## src/rtl/trs_video_capture.sv

```systemverilog
// TRS-80 Model I video capture: syncs VID/HSYNC/VSYNC, recovers the active raster, emits packed byte writes (bit 7 = leftmost).
// Edge detect 3 clocks after the pins; no backpressure. Define VIDCAP_MAJORITY_EN for a 2-of-3 vote per pixel (cap_we one clock later).
module trs_video_capture #(
    parameter int CLKS_PER_PIXEL = 10,
    parameter int H_OFFSET       = 40,
    parameter int V_OFFSET       = 24,
    parameter int ACTIVE_W       = 384,
    parameter int ACTIVE_H       = 192
) (
    input  logic        clk,
    input  logic        reset,
    input  logic        cap_en,
    input  logic        VID_IN,
    input  logic        HSYNC_IN,
    input  logic        VSYNC_IN,
    output logic        cap_we,
    output logic [13:0] cap_addr,
    output logic [7:0]  cap_data,
    output logic        frame_done,
    output logic        sync_err,
    output logic        locked
);

    localparam int BPL       = ACTIVE_W / 8;
    localparam int LAST_ADDR = ACTIVE_W * ACTIVE_H / 8 - 1;
    localparam int DIV_W     = $clog2(CLKS_PER_PIXEL);
    localparam int PIX_W     = $clog2(ACTIVE_W);
    localparam int LINE_W    = $clog2(ACTIVE_H + 1);
    localparam int VCNT_W    = $clog2(V_OFFSET + 2);
    localparam int HCNT_W    = $clog2(H_OFFSET + 2);

    typedef enum logic [2:0] {IDLE, VSKIP, HWAIT, HSKIP, ACTIVE, DONE} state_t;

    state_t              state, state_nxt;
    logic [1:0]          vid_sr;
    logic [2:0]          hs_sr, vs_sr;
    logic                vid_s, vs_s;
    logic                hs_fall, hs_rise, vs_fall, vs_rise;
    logic [DIV_W-1:0]    div;
    logic                tick, pix_bit;
    logic [HCNT_W-1:0]   hcnt;
    logic [VCNT_W-1:0]   vcnt;
    logic [PIX_W-1:0]    pix_cnt;
    logic [LINE_W-1:0]   line_cnt;
    logic [13:0]         line_base;
    logic [7:0]          shreg;
    logic                frame_err;
    logic                last_line, err_line, err_frame, byte_done, line_end;

    assign vid_s   = vid_sr[1];
    assign vs_s    = vs_sr[1];
    assign hs_fall = hs_sr[2] & ~hs_sr[1];
    assign hs_rise = ~hs_sr[2] & hs_sr[1];
    assign vs_fall = vs_sr[2] & ~vs_sr[1];
    assign vs_rise = ~vs_sr[2] & vs_sr[1];

    always_ff @(posedge clk) begin
        if (reset) begin
            vid_sr <= '0;
            hs_sr  <= '0;
            vs_sr  <= '0;
        end else begin
            vid_sr <= {vid_sr[0], VID_IN};
            hs_sr  <= {hs_sr[1:0], HSYNC_IN};
            vs_sr  <= {vs_sr[1:0], VSYNC_IN};
        end
    end

    // Divider phase is only anchored at the line start; no drift correction within a line.
    always_ff @(posedge clk) begin
        if (reset || hs_fall || div == DIV_W'(CLKS_PER_PIXEL - 1))
            div <= '0;
        else
            div <= div + 1'b1;
    end

`ifdef VIDCAP_MAJORITY_EN
    logic samp_a, samp_b;

    always_ff @(posedge clk) begin
        if (reset) begin
            samp_a <= 1'b0;
            samp_b <= 1'b0;
        end else begin
            if (div == DIV_W'(CLKS_PER_PIXEL / 2 - 1)) samp_a <= vid_s;
            if (div == DIV_W'(CLKS_PER_PIXEL / 2))     samp_b <= vid_s;
        end
    end

    // The third sample is taken live on the tick itself.
    assign tick    = (div == DIV_W'(CLKS_PER_PIXEL / 2 + 1));
    assign pix_bit = (samp_a & samp_b) | (samp_a & vid_s) | (samp_b & vid_s);
`else
    assign tick    = (div == DIV_W'(CLKS_PER_PIXEL / 2));
    assign pix_bit = vid_s;
`endif

    assign last_line = (line_cnt == LINE_W'(ACTIVE_H - 1));

    always_comb begin
        state_nxt = state;
        err_line  = 1'b0;
        err_frame = 1'b0;
        byte_done = 1'b0;
        line_end  = 1'b0;
        case (state)
            IDLE: begin
                if (vs_fall && cap_en) state_nxt = VSKIP;
            end
            VSKIP: begin
                if (!vs_s && hs_fall && vcnt == VCNT_W'(V_OFFSET - 1)) state_nxt = HWAIT;
            end
            HWAIT: begin
                if (vs_rise) begin
                    err_frame = 1'b1;
                    state_nxt = IDLE;
                end else if (hs_fall) begin
                    state_nxt = HSKIP;
                end
            end
            HSKIP: begin
                if (vs_rise) begin
                    err_frame = 1'b1;
                    state_nxt = IDLE;
                end else if (tick && hcnt == HCNT_W'(H_OFFSET - 1)) begin
                    state_nxt = ACTIVE;
                end
            end
            ACTIVE: begin
                if (vs_rise) begin
                    err_frame = 1'b1;
                    state_nxt = IDLE;
                end else if (hs_rise) begin
                    err_line  = 1'b1;
                    state_nxt = last_line ? DONE : HWAIT;
                end else if (tick) begin
                    byte_done = (pix_cnt[2:0] == 3'd7);
                    if (pix_cnt == PIX_W'(ACTIVE_W - 1)) begin
                        line_end  = 1'b1;
                        state_nxt = last_line ? DONE : HWAIT;
                    end
                end
            end
            DONE:    state_nxt = IDLE;
            default: state_nxt = IDLE;
        endcase
    end

    always_ff @(posedge clk) begin
        if (reset) begin
            state      <= IDLE;
            hcnt       <= '0;
            vcnt       <= '0;
            pix_cnt    <= '0;
            line_cnt   <= '0;
            line_base  <= '0;
            shreg      <= '0;
            frame_err  <= 1'b0;
            cap_we     <= 1'b0;
            cap_addr   <= '0;
            cap_data   <= '0;
            frame_done <= 1'b0;
            sync_err   <= 1'b0;
            locked     <= 1'b0;
        end else begin
            state      <= state_nxt;
            cap_we     <= 1'b0;
            frame_done <= 1'b0;
            sync_err   <= 1'b0;
            if (cap_we)
                cap_addr <= (cap_addr == 14'(LAST_ADDR)) ? '0 : cap_addr + 1'b1;
            case (state)
                IDLE: begin
                    if (vs_fall && cap_en) begin
                        vcnt      <= '0;
                        line_cnt  <= '0;
                        line_base <= '0;
                        cap_addr  <= '0;
                        frame_err <= 1'b0;
                    end
                end
                VSKIP: begin
                    if (vs_s)
                        vcnt <= '0;
                    else if (hs_fall)
                        vcnt <= vcnt + 1'b1;
                end
                HWAIT: begin
                    if (hs_fall) begin
                        hcnt    <= '0;
                        pix_cnt <= '0;
                    end
                end
                HSKIP: begin
                    if (tick) hcnt <= hcnt + 1'b1;
                end
                ACTIVE: begin
                    if (err_line) begin
                        // Partial byte is dropped; skip the rest of this line's addresses.
                        line_cnt  <= line_cnt + 1'b1;
                        line_base <= line_base + 14'(BPL);
                        cap_addr  <= last_line ? '0 : line_base + 14'(BPL);
                    end else if (!err_frame && tick) begin
                        shreg   <= {shreg[6:0], pix_bit};
                        pix_cnt <= pix_cnt + 1'b1;
                        if (byte_done) begin
                            cap_we   <= 1'b1;
                            cap_data <= {shreg[6:0], pix_bit};
                        end
                        if (line_end) begin
                            line_cnt  <= line_cnt + 1'b1;
                            line_base <= line_base + 14'(BPL);
                        end
                    end
                end
                DONE: begin
                    frame_done <= 1'b1;
                    if (!frame_err) locked <= 1'b1;
                end
                default: ;
            endcase
            if (err_line || err_frame) begin
                sync_err  <= 1'b1;
                locked    <= 1'b0;
                frame_err <= 1'b1;
            end
        end
    end

endmodule

```

## config.mk

```make
export PLATFORM = sky130hd
export DESIGN_NAME = trs_video_capture
export DESIGN_NICKNAME = d
export VERILOG_FILES = /design/src/rtl/trs_video_capture.sv
export SDC_FILE = /design/constraint.sdc
export NUM_CORES = 1
export LEC_CHECK = 0
export ABC_AREA = 1
export BUFFER_PORTS_ARGS = -buffer_cell sky130_fd_sc_hd__buf_2
export CORE_UTILIZATION = 45
export CTS_BUF_LIST = sky130_fd_sc_hd__clkbuf_2
export CTS_CLUSTER_SIZE = 14
export DETAILED_ROUTE_END_ITERATION = 8
export MAX_ROUTING_LAYER = met4
export PLACE_DENSITY = 0.73
export SLEW_MARGIN = 20
export SYNTH_ARGS = -nofsm -noshare
export SYNTH_HDL_FRONTEND = slang
export SYNTH_SLANG_ARGS = --single-unit
```

## constraint.sdc

```tcl
create_clock -name clk -period 1.7 [get_ports clk]
set_input_delay 0.085 -clock clk [delete_from_list [all_inputs] [get_ports clk]]
set_output_delay 0.085 -clock clk [all_outputs]
set_load 0.01 [all_outputs]
```

==> summary.md, run 1 <==
| Metric | Value |
|---|---|
| RSZ-0062 raised after global routing | `yes` |
| Startpoint type of the worst setup path | `flop` |
| R2R Setup Slk | `80 ps` |
| GRT Total Usage | `21.9%` |
| Largest family of logic cells by synthesized area | `simple AND/OR/NAND/NOR gates` |
| Setup WS post-layout | `about 80 ps` |
| Max-cap check violation count | `0` |
| Fin. Hold Viols | `0` |
| CTS Sinks | `87` |
| Critical Path RT | `2240 ps` |
| Post-Synth Simple-Gate Area | `a little under two fifths` |
| Fillcell total | `951` |
| Proportion of layout cells with a drive suffix above 1 | `a little under a quarter` |
| DP Wirelength | `8310 um` |
| WL/cell | `12.3 um` |
| Leading cell type in the layout, fill and taps excluded | `nand2_1` |
| CTS tree | `built` |
| Top_reg_cell synth | `dfxtp_1` |
| Fraction of the mapped netlist area in compound gates | `11.3%` |
| Port bufs | `31` |
| Slew @ Worst Pin | `501 ps` |
| Via density | `5.07` |
| Diode count | `0` |
| Effective utilization at floorplan | `47.2%` |
| Skew-Pair Late Insertion Delay | `600 ps` |
| Async S/R FF share, synth | `0%` |
| Pwr Total | `between 4000 and 5000 uW` |
| EDFF count, synth | `0` |
| RD Place Congestion | `0.958` |
| Worst hold path endpoint | `line_cnt[2]$_SDFFE_PP0P_` |
| Worst Setup Path Type | `reg -> reg` |
| Grt total ovfl | `0` |
| Pwr per Cell Area | `approximately 740 nW/um^2` |
| Min-delay src | `cap_en` |
| Layout area overhead | `18.7%` |
| Pleak | `0.00228 uW` |
| Antenna Nets Post-Route | `0` |
| Clock tree root buffer cell | `clkbuf_2` |
| Worst EP arrival | `2160 ps` |
| Mean Syn Cell Area | `about 6.8 sq um` |
| Layout Nets | `781` |
| Synth unique cells | `39` |
| Xor/xnor share of the synthesized area | `between 2 and 3%` |
| Overall via count from detail_route | `around 4600` |
| Seq/Total Area, Yosys | `between 30% and 40%` |
| Vias in the first global route | `4353` |
| Die Ht | `104 um` |
| Worst r2r path cells | `8` |
| Clock skew | `47.7 ps` |
| Initial drt markers | `roughly 200` |
| Peak VDD IR | `0.000381 V` |
| Die area | `roughly 11000 sq um` |
| Final count of negative-setup-slack endpoints | `0` |
| Pre-CTS setup slack | `-22.1 ps` |
| DRT Pass-1 Iters | `6` |
| Synthesized Nets | `704` |
| Yosys reg bits | `87` |
| Worst-path cell chain | `inv_2 > nor2_2 > nor2_4 > nand2_4 > nand3_4 > nand3_4 > nand2_1 > a21oi_2` |
| Ys Warns | `0` |
| Crit. End Element | `flop` |
| Die Wd | `approximately 100 um` |
| Slew headroom | `66.3%` |
| WL final | `11200 um` |
| Num rows | `36` |
| CTS Buf Count | `9` |
| Core area | `between 9000 and 10000 sq um` |
| Hold path depth | `5` |
| Post-route setup TNS | `0 ps` |
| First-pass GRT wire length | `19100 um` |
| Worst path bufs/invs | `1` |
| Status | `complete, no violations` |
| Clock slew at reported path FFs | `about 290 ps` |
| Clk buf depth | `2` |
| Pin count of the biggest net entering global routing | `21` |
| Hold WS | `43.4 ps` |
| R2r endpoint | `line_cnt[6]$_SDFFE_PP0P_` |
| Max incr delay on CP | `440 ps` |
| Remaining DRCs | `0` |
| Post-synth design cell area | `4700 sq um` |
| I/O pin total | `32` |
| Htree depth | `3` |
| CP dominant cell by count | `nand3_4` |
| Period minus WS final | `1620 ps` |
| Multiplexer share of the synthesized area | `0%` |
| Post-Syn Instances | `689` |
| Max Clk Rate | `0.617 GHz` |
| Min-delay worst type | `in -> reg` |
| Slowest-stage cell, CP | `dfxtp_2` |
| Adder-Cell Fraction of Synth Area | `roughly 2.4%` |
| FF-to-FF Start | `vs_sr[1]$_SDFF_PP0_` |
| Final period utilization | `95.3%` |
| Delay-heaviest family, CP | `simple AND/OR/NAND/NOR gates` |
| Antenna violations before repair | `0` |
| CP max FO | `19` |
| Commonest non-fill, non-tap cells in the layout | `nand2_1, nor2_1, inv_1` |
| Count of pins over their slew limit | `0` |
-- worst reg2reg max path: cells and delay by family, from the launching register on --
kind / cells / cell delay [ps]
compound gates: 1 / 160
buf+inv: 1 / 60
simple gates: 6 / 940
flops: 1 / 440
-- how the worst max path moves through the flow --
| stage | cells after the start | from | slack (ps) | endpoint |
|---|---|---|---|---|
| after global placement | 9 | line_cnt[0]$_SDFFE_PP0P_ | 60 | cap_addr[13]$_SDFF_PP0_ |
| after CTS | 11 | line_base[4]$_SDFFE_PP0P_ | 7 | line_base[12]$_SDFFE_PP0P_ |
| after floorplan | 10 | div[0]$_SDFF_PP0_ | 180 | line_base[6]$_SDFFE_PP0P_ |
| after global routing | 9 | state[1]$_SDFFE_PP0P_ | -50 | pix_cnt[6]$_SDFFE_PP0P_ |
| final | 8 | vs_sr[1]$_SDFF_PP0_ | 80 | line_cnt[6]$_SDFFE_PP0P_ |
| after detailed placement | 11 | line_base[4]$_SDFFE_PP0P_ | -20 | line_base[12]$_SDFFE_PP0P_ |
-- area by class of cell --
| class | instances | area (sq um) | area share (%) |
|---|---|---|---|
| Sequential cell | 87 | 1760 | 31.6 |
| Clock inverter | 7 | 83.8 | 1.50 |
| Clock buffer | 9 | 45.0 | 0.807 |
| Multi-Input combinational cell | 504 | 2630 | 47.2 |
| Timing Repair Buffer | 82 | 564 | 10.1 |
| Tap cell | 133 | 166 | 2.98 |
| Inverter | 82 | 323 | 5.79 |
-- report_power, final --
group          leakage (uW)  switching, uW  internal (uW)
Sequential         0.000710           58.8           2110
Combinational       0.00150            501            311
Clock             0.0000784            872            265
Total               0.00228           1430           2690
-- routing by layer --
metal	GRT usage, %	share of wire [%]	wire length, um
met3	4.26	3.7	408
met1	25.5	46	5100
met2	37.6	48	5380
met5	-	0	0
met4	7.24	2.4	271
-- registers in the layout, summed over array words and instances (netlist names) --
name,flops
cap_addr,14
frame_done,1
line_base,10
locked,1
vs_sr,3
cap_data,8
vid_sr,2
line_cnt,8
sync_err,1
hcnt,6
div,4
frame_err,1
shreg,7
vcnt,5
hs_sr,3
pix_cnt,9
state,3
cap_we,1
-- cells by family after synthesis --
logic type      Yosys count
compound gates           90
xor+xnor                 15
fa+ha+maj                 9
buf+inv                  98
flops                    87
simple gates            390
-- repair_timing --
| action | CTS | global route |
|---|---|---|
| buffers inserted | 2 | 12 |
| pin swaps | 0 | 10 |
| hold endpoints to repair | 11 | 0 |
| setup endpoints to repair | 20 | 59 |
| hold buffers | 6 | 0 |
| resized for setup | 8 | 40 |
-- metrics by stage --
stage          area, sq um  utilization, %  cells
5_1_grt               5580            56.0    904
6_report              5580            56.0    904
2_1_floorplan         4700               -    689
3_5_place_dp          5160            51.9    868
3_3_place_gp          5160            51.9    868
4_1_cts               5380            54.0    892
-- Yosys cell counts (2+ instances only) --
library cell / instances / area, sq um
nand3_4: 3 / 52.6
nand2_1: 169 / 634
inv_1: 76 / 285
nand3_1: 51 / 255
o211ai_1: 2 / 15.0
and3_1: 3 / 18.8
buf_2: 2 / 10.0
nor3b_1: 3 / 22.5
inv_2: 5 / 18.8
xnor2_1: 5 / 43.8
o21ai_0: 13 / 65.1
nor2_4: 5 / 56.3
nor4_1: 2 / 12.5
a21oi_1: 54 / 270
nor2_1: 98 / 368
nand4_1: 19 / 119
o21bai_1: 5 / 37.5
xor2_1: 10 / 87.6
nor3_1: 12 / 60.1
ha_1: 9 / 113
dfxtp_1: 87 / 1740
nand2_2: 14 / 87.6
buf_4: 2 / 15.0
clkbuf_1: 9 / 33.8
a21oi_2: 11 / 96.3
or2_2: 2 / 12.5
nand2_4: 4 / 45.0
nor2_2: 3 / 18.8
(Power assumes the default switching activity.)
==> run 2, diff against run 1 <==
--- a/config.mk
+++ b/config.mk
@@ -5,14 +5,14 @@
 export SDC_FILE = /design/constraint.sdc
 export NUM_CORES = 1
 export LEC_CHECK = 0
-export ABC_AREA = 1
 export BUFFER_PORTS_ARGS = -buffer_cell sky130_fd_sc_hd__buf_2
+export CAP_MARGIN = 20
 export CORE_UTILIZATION = 45
 export CTS_BUF_LIST = sky130_fd_sc_hd__clkbuf_2
 export CTS_CLUSTER_SIZE = 14
 export DETAILED_ROUTE_END_ITERATION = 8
 export MAX_ROUTING_LAYER = met4
-export PLACE_DENSITY = 0.73
+export PLACE_DENSITY = 0.74
 export SLEW_MARGIN = 20
 export SYNTH_ARGS = -nofsm -noshare
 export SYNTH_HDL_FRONTEND = slang
==> run 2 against run 1 <==
Compared with the run above: clock power barely moved; global-route usage is 2.1 points higher; fmax down 16%; critical path depth is 1 higher; the run now ends with negative setup slack left; register-to-register slack got worse by 300 ps; worst hold slack better by 230 ps; via count is 4.8% lower; synthesized area down 10%; wire length rose by 12%; largest power group unchanged; die area shrank 9.8%; worst setup slack got worse by 300 ps.
==> summary.md, run 2 <==
| Metric | Value |
|---|---|
| Status | `complete, but fails checks` |
| Failing checks | `negative setup slack` |
| Core area | `9150 sq um (-8.1%)` |
| Largest register FFs | `14 (unchanged)` |
| Final period utilization | `113% (+18 points)` |
| Skew-Pair Late Insertion Delay | `560 ps (-40 ps)` |
| Pwr per Cell Area | `632 nW/um^2 (-14%)` |
| Die Wd | `98.9 um (-5.0%)` |
| Non-Filler Instances | `747 (-17%)` |
| Mean Syn Cell Area | `8.53 sq um (+25%)` |
| Final count of negative-setup-slack endpoints | `48 (+48)` |
| Clock tree root buffer cell | `clkbuf_2` |
| Slew @ Worst Pin | `796 ps (+295 ps)` |
| Port bufs | `31 (unchanged)` |
| Die area | `9790 sq um (-9.8%)` |
| Clock group share of total power | `29.5% (+1.9 points)` |
| Worst-path cell chain | `inv_2 > ha_4 > and3b_2 > and4_4 > o211ai_1 > buf_4 > buf_4 > or3_1 > a21oi_1` |
| Commonest cells in the netlist | `dfxtp_1, nor2_1, nand2_1, a21oi_1, nand3_1` |
| Leading cell type in the layout, fill and taps excluded | `buf_4` |
| CTS Buf Count | `9 (unchanged)` |
| Pin count of the biggest net entering global routing | `21 (unchanged)` |
| Pre-CTS setup slack | `-246 ps (-224 ps)` |
| CTS Sinks | `87 (unchanged)` |
| Critical Path RT | `2180 ps (-60 ps)` |
| Slew headroom | `46.9% (-19 points)` |
| Startpoint type of the worst setup path | `flop` |
| Via density | `5.84 (+15%)` |
| DRT Pass-1 Iters | `5 (-1)` |
| Clk buf depth | `2 (unchanged)` |
| First-pass GRT wire length | `18600 um (-2.6%)` |
| Async S/R FF share, synth | `0% (unchanged)` |
| Remaining DRCs | `0 (unchanged)` |
| DP Wirelength | `7790 um (-6.3%)` |
| CTS tree | `built` |
| Clock slew at reported path FFs | `250 ps (-40 ps)` |
| I/O pin total | `32 (unchanged)` |
| Switching share of power | `28.9% (-5.9 points)` |
| Logic pwr share | `15.6% (-4.1 points)` |
| Layout Nets | `646 (-17%)` |
| Htree depth | `3 (unchanged)` |
| Period minus WS final | `1920 ps (+298 ps)` |
| Synth top area share | `41.2% (+4.1 points)` |
| WL/cell | `16.7 um (+35%)` |
| RD Place Congestion | `0.865 (-9.7%)` |
| EDFF count, synth | `0 (unchanged)` |
| Max Clk Rate | `0.522 GHz (-16%)` |
| Pwr Total | `3870 uW (-6.1%)` |
| Seq/Total Area, Yosys | `41.2% (+4.1 points)` |
| Max incr delay on CP | `380 ps (-60 ps)` |
| GRT Total Usage | `24.0% (+2.1 points)` |
| Min-delay worst type | `in -> reg` |
| WL final | `12500 um (+12%)` |
| Slowest-stage cell, CP | `dfxtp_2` |
| Ys Warns | `0 (unchanged)` |
| Post-synth design cell area | `4230 sq um (-10%)` |
| Synthesized Nets | `511 (-27%)` |
| Grt total ovfl | `0 (unchanged)` |
| Crit. End Element | `flop` |
| Worst Setup Path Type | `reg -> reg` |
| CP dominant cell by count | `buf_4` |
| Internal power | `2750 uW (+2.3%)` |
| Vias in the first global route | `4124 (-5.3%)` |
| Synth unique cells | `61 (+56%)` |
| Max-cap check violation count | `0 (unchanged)` |
| RSZ-0062 raised after global routing | `yes` |
| Num rows | `35 (-2.8%)` |
| Setup WS post-layout | `-217 ps (-298 ps)` |
| Post-synth top area cell | `dfxtp_1` |
| R2R Setup Slk | `-220 ps (-300 ps)` |
| Top_reg_cell synth | `dfxtp_1` |
| Initial drt markers | `223 (+9.9%)` |
| Most common cell in the synthesized netlist | `dfxtp_1` |
| Seq pwr share | `54.9% (+2.2 points)` |
| CP max FO | `6 (-13)` |
| Antenna violations before repair | `0 (unchanged)` |
| Peak VDD IR | `0.000527 V (+38%)` |
| Largest register by flop count | `cap_addr` |
| Layout area overhead | `44.8%` |
| Post-route cell area | `6120 sq um (+9.7%)` |
| Proportion of layout cells with a drive suffix above 1 | `43.7% (+21 points)` |
| Biggest regs | `cap_addr: 14 flops, line_base: 10 flops, pix_cnt: 9 flops` |
| Clock skew | `44.7 ps (-3.00 ps)` |
| Effective utilization at floorplan | `46.2% (-0.99 points)` |
| Yosys reg bits | `87 (unchanged)` |
| Post-route setup TNS | `-4610 ps (-4610 ps)` |
| Die Ht | `98.9 um (-5.0%)` |
| Antenna Nets Post-Route | `0 (unchanged)` |
| Overall via count from detail_route | `4363 (-4.8%)` |
| Synth top area cells | `dfxtp_1, nor2_1, a21oi_1` |
| Placed insts | `702 (-19%)` |
| Post-Syn Instances | `496 (-28%)` |
| NetSw | `1120 uW (-22%)` |
| Pleak | `0.00231 uW (+1.3%)` |
| Diode count | `0 (unchanged)` |
| Count of pins over their slew limit | `0 (unchanged)` |
| Placed Area | `5100 sq um (-1.2%)` |
| Fin. Hold Viols | `0 (unchanged)` |
| Worst EP arrival | `2400 ps (+240 ps)` |
| Commonest non-fill, non-tap cells in the layout | `buf_4, dfxtp_1, nor2_1` |
## run 2: what timing repair did
item,CTS,global route
setup buffers,13,11
setup endpoints to repair,56,62
gates resized for setup,70,98
pin swaps,24,32
hold buffers,5,0
gates cloned,2,1
endpoints found under the hold margin,7,0
## run 2: layout make-up
class	count	area [sq um]
clock inverter	7	77.6
clock buffer	9	45.0
fill	663	3030
timing repair buffer	143	1100
sequential	87	1770
multi-input combinational	379	2950
inverter	11	41.3
tap	111	139
## run 2: kinds of logic (layout without fill, tap and decap cells)
kind of cell	after synthesis	count (layout)	synth area share, %
AND/OR/NAND/NOR	220	221	27.9
AO/OA/AOI/OAI	108	109	16.2
flip-flops	87	87	41.2
buffers and inverters	32	170	3.46
XOR/XNOR	28	28	5.80
multiplexers	12	12	2.84
adder cells (fa/ha/maj)	9	9	2.66
## run 2: through the flow
step                      util (%)  hold WS [ps]
after global placement        55.7           297
after global routing          66.9           273
after floorplan                  -           213
after detailed placement      55.7           307
final                         66.9           270
after CTS                     62.0           246
## run 2: metal layers
metal	wire, um	vias to the layer above	share of wire [%]	track usage, %
met5	0	-	0	-
met1	5100	2110	41	28.0
met2	6430	135	52	40.9
met4	515	0	4.1	9.18
met3	428	48	3.4	4.26
li1	-	2070	-	-
## run 2: path summary, 6_finish.rpt
check | startpoint | to | depth (start not counted)
max | div[1]$_SDFF_PP0_ | line_cnt[3]$_SDFFE_PP0P_ | 9
min | VID_IN | vid_sr[0]$_SDFF_PP0_ | 3
max reg2reg | div[1]$_SDFF_PP0_ | line_cnt[3]$_SDFFE_PP0P_ | 9
min reg2reg | vs_sr[0]$_SDFF_PP0_ | vs_sr[1]$_SDFF_PP0_ | 1
## run 2: power by group through the flow
stage	sequential, uW	combinational (uW)	clock, uW
final	2120	603	1140
after CTS	2130	507	1140
after global placement	2150	439	0
after global routing	2130	646	1230
after floorplan	2150	299	0
after detailed placement	2150	449	0
## run 2: worst max-delay path: cells and delay by family (launching register included)
kind	cells	cell delay, ps
and+or+nand+nor	3	780
DFF	1	380
buffers and inverters	3	360
AOI/OAI and AO/OA	2	220
adders and majority gates	1	130
